`src/rtl/morphle_cfg_pkg.sv`:
```
// Shared definitions for the ycconfig chain loader: cell code values and shifter states.
package morphle_cfg_pkg;

    typedef logic [2:0] cfg_code_t;

    localparam cfg_code_t CFG_SPACE = 3'b000;
    localparam cfg_code_t CFG_PLUS  = 3'b001;
    localparam cfg_code_t CFG_MINUS = 3'b010;
    localparam cfg_code_t CFG_VBAR  = 3'b011;
    localparam cfg_code_t CFG_ONE   = 3'b100;
    localparam cfg_code_t CFG_ZERO  = 3'b101;
    localparam cfg_code_t CFG_Y     = 3'b110;
    localparam cfg_code_t CFG_N     = 3'b111;

    localparam int CODE_W = 3;

    typedef enum logic [1:0] {
        IDLE  = 2'd0,
        SETUP = 2'd1,
        HIGH  = 2'd2,
        LOW   = 2'd3
    } cfg_state_t;

endpackage

```
`src/rtl/yc_cfg_fifo.sv`:
```
// Small code buffer between the push handshake and the serialiser; full/empty come
// straight from registered pointers so neither depends on this cycle's push or pop.
module yc_cfg_fifo #(
    parameter int WIDTH = 3,
    parameter int DEPTH = 4
) (
    input  logic             clk,
    input  logic             reset,
    input  logic             push,
    input  logic             pop,
    input  logic [WIDTH-1:0] wdata,
    output logic [WIDTH-1:0] rdata,
    output logic             full,
    output logic             empty
);

    localparam int AW = $clog2(DEPTH);
    localparam logic [AW:0] PTR_ONE = (AW+1)'(1);

    logic [WIDTH-1:0] mem [DEPTH];
    logic [AW:0]      wptr;
    logic [AW:0]      rptr;
    logic             do_push;
    logic             do_pop;

    assign do_push = push && !full;
    assign do_pop  = pop && !empty;

    // Extra pointer MSB distinguishes full from empty when the indices match.
    assign empty = (wptr == rptr);
    assign full  = (wptr[AW] != rptr[AW]) && (wptr[AW-1:0] == rptr[AW-1:0]);
    assign rdata = mem[rptr[AW-1:0]];

    always_ff @(posedge clk) begin
        if (reset) begin
            wptr <= '0;
            rptr <= '0;
        end else begin
            if (do_push) wptr <= wptr + PTR_ONE;
            if (do_pop)  rptr <= rptr + PTR_ONE;
        end
    end

    always_ff @(posedge clk) begin
        if (do_push) mem[wptr[AW-1:0]] <= wdata;
    end

endmodule

```
`src/rtl/yc_config_loader.sv`:
```
// Serialises buffered 3-bit cell codes MSB-first onto cbitout/confclk for a ycconfig chain.
// Optional MORPHLE_CFG_READBACK_EN captures the codes falling off the chain tail via cbitret.
module yc_config_loader
    import morphle_cfg_pkg::*;
#(
    parameter int PHASE     = 2,
    parameter int FIFO_DEP  = 4,
    parameter int CHAIN_LEN = 16
) (
    input  logic                           clk,
    input  logic                           reset,
    input  logic                           in_valid,
    output logic                           in_ready,
    input  logic [2:0]                     in_code,
    output logic                           confclk,
    output logic                           cbitout,
    output logic                           busy,
    output logic                           done,
    output logic [$clog2(CHAIN_LEN+1)-1:0] cell_cnt,
    input  logic                           cbitret,
    output logic                           rb_valid,
    output logic [2:0]                     rb_code
);

    localparam int PW = (PHASE > 1) ? $clog2(PHASE) : 1;
    localparam int CW = $clog2(CHAIN_LEN+1);
    localparam logic [PW-1:0] PHASE_LAST = PW'(PHASE - 1);
    localparam logic [PW-1:0] PHASE_ONE  = PW'(1);
    localparam logic [CW-1:0] CNT_LAST   = CW'(CHAIN_LEN - 1);
    localparam logic [CW-1:0] CNT_ONE    = CW'(1);

    cfg_state_t  state;
    cfg_state_t  state_d;
    logic [PW-1:0] phase_cnt;
    logic [1:0]  idx;
    logic [2:0]  sreg;
    logic [2:0]  head;
    logic        fifo_full;
    logic        fifo_empty;
    logic        phase_last;
    logic        pop;
    logic        load;
    logic        adv_bit;
    logic        cell_done;

    yc_cfg_fifo #(
        .WIDTH (CODE_W),
        .DEPTH (FIFO_DEP)
    ) u_fifo (
        .clk   (clk),
        .reset (reset),
        .push  (in_valid),
        .pop   (pop),
        .wdata (in_code),
        .rdata (head),
        .full  (fifo_full),
        .empty (fifo_empty)
    );

    assign in_ready   = !fifo_full;
    assign busy       = (state != IDLE) || !fifo_empty;
    assign phase_last = (phase_cnt == PHASE_LAST);

    always_comb begin
        state_d   = state;
        pop       = 1'b0;
        load      = 1'b0;
        adv_bit   = 1'b0;
        cell_done = 1'b0;
        unique case (state)
            IDLE: begin
                if (!fifo_empty) begin
                    pop     = 1'b1;
                    load    = 1'b1;
                    state_d = SETUP;
                end
            end
            SETUP: begin
                if (phase_last) state_d = HIGH;
            end
            HIGH: begin
                if (phase_last) state_d = LOW;
            end
            LOW: begin
                if (phase_last) begin
                    if (idx != 2'd0) begin
                        adv_bit = 1'b1;
                        state_d = SETUP;
                    end else begin
                        // Chain straight into the next cell so back-to-back codes see no IDLE gap.
                        cell_done = 1'b1;
                        if (!fifo_empty) begin
                            pop     = 1'b1;
                            load    = 1'b1;
                            state_d = SETUP;
                        end else begin
                            state_d = IDLE;
                        end
                    end
                end
            end
            default: state_d = IDLE;
        endcase
    end

    always_ff @(posedge clk) begin
        if (reset) state <= IDLE;
        else       state <= state_d;
    end

    // confclk and cbitout are registered from the next state, so the data bit settles
    // at SETUP entry and cannot move while the clock is high.
    always_ff @(posedge clk) begin
        if (reset) begin
            phase_cnt <= '0;
            idx       <= 2'd0;
            confclk   <= 1'b0;
            cbitout   <= 1'b0;
            cell_cnt  <= '0;
            done      <= 1'b0;
        end else begin
            confclk <= (state_d == HIGH);
            done    <= 1'b0;
            if ((state_d != state) || (state_d == IDLE)) phase_cnt <= '0;
            else                                       phase_cnt <= phase_cnt + PHASE_ONE;
            if (load) begin
                idx     <= 2'd2;
                cbitout <= head[2];
            end else if (adv_bit) begin
                idx     <= idx - 2'd1;
                cbitout <= sreg[1];
            end
            if (cell_done) begin
                if (cell_cnt == CNT_LAST) begin
                    cell_cnt <= '0;
                    done     <= 1'b1;
                end else begin
                    cell_cnt <= cell_cnt + CNT_ONE;
                end
            end
        end
    end

    always_ff @(posedge clk) begin
        if (load)         sreg <= head;
        else if (adv_bit) sreg <= {sreg[1:0], 1'b0};
    end

`ifdef MORPHLE_CFG_READBACK_EN
    logic [2:0] capture;
    logic       conf_rise;

    // Sample the tail on the edge that raises confclk, before the chain shifts.
    assign conf_rise = (state_d == HIGH) && (state != HIGH);

    always_ff @(posedge clk) begin
        if (conf_rise) capture <= {capture[1:0], cbitret};
    end

    always_ff @(posedge clk) begin
        if (reset) begin
            rb_valid <= 1'b0;
            rb_code  <= 3'b000;
        end else begin
            rb_valid <= cell_done;
            if (cell_done) rb_code <= capture;
        end
    end
`else
    logic unused_cbitret;

    assign unused_cbitret = cbitret;
    assign rb_valid       = 1'b0;
    assign rb_code        = 3'b000;
`endif

endmodule
```
`config.mk`:
```
export PLATFORM = sky130hd
export DESIGN_NAME = yc_config_loader
export DESIGN_NICKNAME = d
export VERILOG_FILES = /design/src/rtl/morphle_cfg_pkg.sv /design/src/rtl/yc_cfg_fifo.sv /design/src/rtl/yc_config_loader.sv
export SDC_FILE = /design/constraint.sdc
export NUM_CORES = 1
export LEC_CHECK = 0
export ABC_AREA = 1
export BUFFER_PORTS_ARGS = -buffer_cell sky130_fd_sc_hd__buf_2
export CORE_MARGIN = 3
export CORE_UTILIZATION = 25
export DETAILED_ROUTE_END_ITERATION = 7
export GPL_ROUTABILITY_DRIVEN = 0
export HOLD_SLACK_MARGIN = 0.12
export PLACE_DENSITY = 0.42
export SYNTH_ARGS = -nofsm -noshare
export SYNTH_HDL_FRONTEND = slang
export SYNTH_SLANG_ARGS = --single-unit
export TNS_END_PERCENT = 30
```
`constraint.sdc`:
```
create_clock -name clk -period 2.7 [get_ports clk]
set_input_delay 0.135 -clock clk [delete_from_list [all_inputs] [get_ports clk]]
set_output_delay 0.135 -clock clk [all_outputs]
set_load 0.01 [all_outputs]
```
==> Yosys cells after proc, flatten, opt, wreduce, memory -nomap -nowiden <==
Memories as Yosys holds them, arrays and structs flattened. A register that Yosys moved wholly into a read port is not among the register bits.
Index checks and enable logic that the tools add are counted.
{ "totals": {"reg_bits": 21, "ram_bits": 12, "inputBits": 7, "output_inout_bits": 14, "mem_count": 1} }
{ "op_classes": {"addsub": 5, "eq_ne": 9, "n_mux": 29, "n_bitwise": 1, "reduce_logical": 15} }
{ "mem_list": {"columns": ["memory", "depth", "word_bits", "read_ports", "rd_clocked_by_memory_dff", "wr", "line", "rtl"], "rows": [
  ["u_fifo.mem", 4, 3, 1, 1, 1, "yc_cfg_fifo.sv:20", "logic [WIDTH-1:0] mem [DEPTH];"]
]} }
{ "ops": {"columns": ["op", "count"], "rows": [
  ["$mux 2", 10],
  ["$mux 1", 16],
  ["$pmux 2 s4", 1],
  ["$add 3x1->3 const B", 2],
  ["$eq 2x2->1 const B", 3],
  ["$reduce_bool 2->1", 3],
  ["$reduce_or 2->1", 3],
  ["$add 5x1->5 const B", 1],
  ["$eq 5x4->1 const B", 1],
  ["$mux 5", 1],
  ["$logic_not 2->1", 2],
  ["$eq 3x3->1", 1],
  ["$logic_and 1x1->1", 3],
  ["$eq 2x1->1 const B", 1],
  ["$eq 2x2->1", 1],
  ["$logic_not 1->1", 2],
  ["$logic_or 1x1->1", 2],
  ["$ne 2x2->1", 1],
  ["$pmux 1 s2", 1],
  ["$sub 2x1->2 const B", 1],
  ["$add 1x1->1 const B", 1],
  ["$ne 1x1->1", 1],
  ["$not 1->1", 1]
]} }

==> Longest topological paths before layout <==
{ "depth": {"ltp_word": 8, "depth_mapped": 11, "mapped_depth_nobuf": 11} }

==> Modules after synthesis <==
A second synthesis with hierarchy kept.
{ "hier_totals": {"hier_cells": 216, "area_unflattened_um2": 1779.2} }
{ "by_module_without_submodules": {"columns": ["mod", "instances", "cells_each", "area_each_um2"], "rows": [
  ["yc_cfg_fifo", 1, 103, 955.9],
  ["yc_config_loader", 1, 113, 823.3]
]} }

==> Least setup slack after synthesis <==
Ideal clock, no wire load.
{ "synth_timing": {"path_kind": "register to register", "from": "reg state[0]", "to": "reg sreg[1], data pin", "setup_ps": 263, "arrival_time_ps": 1150, "setup_slack_ps": 1287, "stages_incl_launch_ff": 7, "period_less_slack_ps": 1413, "cell_sequence": "dfxtp_1 > inv_1 > ha_1 > a21oi_2 > nand2_2 > inv_2 > a31oi_1"} }
{ "synth_between": {"elab_chain_len": 3, "elab_cells_between_ends": 4, "classes_between": "1 x eq/ne; 2 x mux; 1 x reduce/logical"} }
{ "synth_lines": {"columns": ["element", "line", "rtl"], "rows": [
  ["from (decl)", "yc_config_loader.sv:32", "cfg_state_t state;"],
  ["from (signal assigned)", "yc_config_loader.sv:108", "else state <= state_d;"],
  ["$eq 2x2->1 / $logic_not 2->1 (equally long branches)", "yc_config_loader.sv:70", "unique case (state)"],
  ["$pmux 1 s2 (*)", "yc_config_loader.sv:70", null],
  ["$mux 2 (*)", "yc_config_loader.sv:145", "if (load) sreg <= head;"],
  ["to (signal assigned)", "yc_config_loader.sv:146", "else if (adv_bit) sreg <= {sreg[1:0], 1'b0};"],
  ["to (decl)", "yc_config_loader.sv:36", "logic [2:0] sreg;"]
]} }
Mark *: on every way between the ends. The rest lies on a longest branch, timed or not.
A chain may end at the register's enable or synchronous reset.

==> Final worst setup path <==
Same ends and word-level chain as after synthesis.

==> key figures <==
Run status
  • Outcome: complete, no violations

Yosys
  • Largest family of logic cells by synthesized area: simple AND/OR/NAND/NOR gates
  • Post-synth cell types: 24
  • Area leader, netlist: dfxtp_1
  • Post-Syn Area per Cell: 8.55 um^2
  • Post-synthesis mux area share: 0%
  • Simple-gate area share of the yosys netlist: 19.6%
  • Register area share after synthesis: 50.9%
  • Synth Area in Compound Gates: 11.4%
  • Top cells by area, synth: dfxtp_1, edfxtp_1, ha_1
  • Top post-synthesis cells by count: nor2_1, nand2_1, dfxtp_1, inv_1, o21ai_0
  • Seq cells post-synth: 35
  • Total of warnings raised by yosys: 0
  • Synth Flop Type: dfxtp_1
  • Syn Inst Count: 193
  • Post-synth EDFFs: 14
  • XOR/XNOR Fraction of Synth Area: 0.986%
  • Yosys top cell area share: roughly 25%
  • Post-Syn Area: 1650 um^2
  • Asr flop ratio synth: 0%
  • Most frequent cell after synthesis: nor2_1
  • Adder-cell share of the synthesized area: 9.10%

Detailed routing
  • Final WL: between 3000 and 4000 um
  • DR iter-0 viols: 46
  • DR pass1 iterations: 4
  • Vias: about 1,200
  • DR WL/cell: 10.5 um
  • Drt drc: 0
  • Vias per cell: 4.17
  • ANT nets after route: 0

Die
  • I/O pin cnt: 21
  • Row count: 28
  • Starting density of the core: 26.8%
  • Area of the core: between 6000 and 7000 um^2
  • Die Wd: between 80 and 90 um
  • Chip Height: 87.3 um
  • Die ar.: 7610 um^2

Timing
  • Final clock skew: 0.00686 ns
  • Slew Viols, Final: 0
  • Final worst path period share: 59.5%
  • Setup_tns: 0 ns
  • Fin crit period: 1.61 ns
  • Fmax: 622 MHz
  • Hold Fails Final Rpt: 0
  • RSZ-0062 raised after global routing: false
  • Setup violations, final: 0

Clocking
  • Hold Buf Count CTS: 3
  • Post-CTS setup repair buffer count: 0
  • Clock slew at reported path FFs: 0.07 ns
  • Clock sink total: 35
  • CTS Root Cell: clkbuf_8
  • CTS tree: done
  • Number of CTS-inserted buffers: 5
  • PostCTS Resize Cnt: 0
  • Clk buf depth: 2
  • Clock Latency Late Sink: about 0.28 ns
  • H-Tree Depth: 2

Power and ir drop
  • Leakage: 0.814 nW
  • Maximum VDD drop: 0.239 mV
  • Power Density: 862 nW/um^2

Setup path
  • Worst Path Arrival: 1.63 ns
  • CP Launch Type: flip-flop
  • Kind of critical path: reg -> reg
  • Reg2reg end: sreg[1]$_DFFE_PP_
  • Worst R2R Setup Slack: 1.09 ns
  • Critical path peak fanout: 8
  • Worst Setup SP: state[0]$_SDFF_PP0_
  • Worst path required time: about 2.7 ns
  • Reg-to-reg critical path startpoint: state[0]$_SDFF_PP0_
  • Reg2reg path depth: 6
  • Crit. End Element: flip-flop

Global route
  • Largest net degree at the start of global routing: 12
  • Initial antenna violation count: 0
  • Vias in the first global route: 1,122
  • First-pass GRT wire length: between 5000 and 6000 um
  • GRT overflow: 0
  • Tot GR Track Use: 8.78%

Min path
  • Hold_sp: reset
  • Hold Path Sink: done$_SDFF_PP0_
  • Worst hold stages: 2
  • Hold WC Path Type: in -> reg

Final layout
  • Antenna cell count: 0
  • P&R area growth vs syn: 16.2%
  • Ratio of cells with drive above 1 in the final layout: 14.7%
  • Nets@finish: 235
  • Non-filler cells in the finished layout: 292

Job
  • Max-Cap Viols: 0

Placement
  • Placed Cells incl. Taps: approximately 280
  • Port-buffer cells: 15
  • HPWL Detailed: 2300 um
==> where the power goes <==
| part | total [mW] | switching, mW | internal (mW) |
|---|---|---|---|
| clock | 0.387 | 0.181 | 0.206 |
| sequential | 0.728 | 0.0710 | 0.657 |
| combinational | 0.539 | 0.347 | 0.192 |
==> worst max path at each step <==
stage | to | slack (ns) | cells past startpoint
final | sreg[1]$_DFFE_PP_ | 1.09 | 6
after global routing | sreg[1]$_DFFE_PP_ | 0.93 | 10
after CTS | sreg[1]$_DFFE_PP_ | 1.09 | 6
after detailed placement | sreg[1]$_DFFE_PP_ | 1.09 | 6
after global placement | sreg[1]$_DFFE_PP_ | 1.09 | 6
after floorplan | sreg[1]$_DFFE_PP_ | 1.29 | 6
==> state kept, by name (all words and copies together), names as in the netlist, named ones only <==
signal,flops
u_fifo.mem,12
cell_cnt,5
u_fifo.rptr,3
u_fifo.wptr,3
idx,2
sreg,2
state,2
cbitout,1
confclk,1
done,1
phase_cnt,1
==> worst max-delay path: stages (launching register included) <==
cell     delay [ns]
dfxtp_1        0.42
inv_1          0.13
ha_1           0.32
a21oi_2        0.12
nand2_2        0.13
inv_2          0.15
a31oi_1        0.09
==> cell usage in the layout, fill, tap and decap left out <==
master         Yosys  final
nor2_1            32     32
buf_2              0     15
edfxtp_1          14     14
xnor2_2            1      1
nand4_1            3      3
nand2_1           30     30
a21oi_1           14     14
or2_0              1      1
nand2_2            3      3
nor2_2             1      1
a31oi_1            1      1
a21oi_2            1      1
a211oi_1           1      1
o21ai_1            1      1
ha_1              12     12
conb_1             1      4
nand3_1            4      4
nor3_1             3      3
inv_2              4      4
and2_1             1      1
dfxtp_1           21     21
dlygate4sd3_1      0      3
clkinv_2           0      1
inv_1             21     21
clkbuf_8           0      6
clkbuf_1           1      1
o21ai_0           18     18
==> metal layers <==
layer / up-vias / routed length, um / GRT usage [%]
met2: 14 / 1340 / 13.4
met1: 537 / 1590 / 11.1
met3: 5 / 69 / 1.99
li1: 663 / - / -
met5: - / 0 / 0
met4: 0 / 69 / 5.44
==> area by class of cell <==
class | instances | area (um^2)
fill | 669 | 4250
timing repair buffer | 18 | 105
clock inverter | 1 | 5.00
multi-input combinational | 131 | 693
tap | 75 | 93.8
clock buffer | 7 | 86.3
inverter | 25 | 93.8
sequential | 35 | 841
==> stage by stage <==
stage	worst slack (ns)	power, mW	hold WS [ns]	area, um^2	util (%)
6_report	1.09	1.65	0.137	1920	31.1
5_1_grt	0.926	1.79	0.151	1920	31.1
4_1_cts	1.09	1.68	0.140	1920	31.1
3_5_place_dp	1.09	1.29	0.356	1800	29.1
3_3_place_gp	1.09	1.29	0.364	1800	29.1
2_1_floorplan	1.29	1.15	0.234	1660	-
==> kinds of logic (layout without fill, tap and decap cells) <==
family	Yosys count	in the layout
AND/OR/NAND/NOR	78	78
adder cells (fa/ha/maj)	12	12
flip-flops	35	35
buffers and inverters	30	51
XOR/XNOR	1	1
AO/OA/AOI/OAI	36	36
other	1	4
Power figures use the tool's default switching activity.
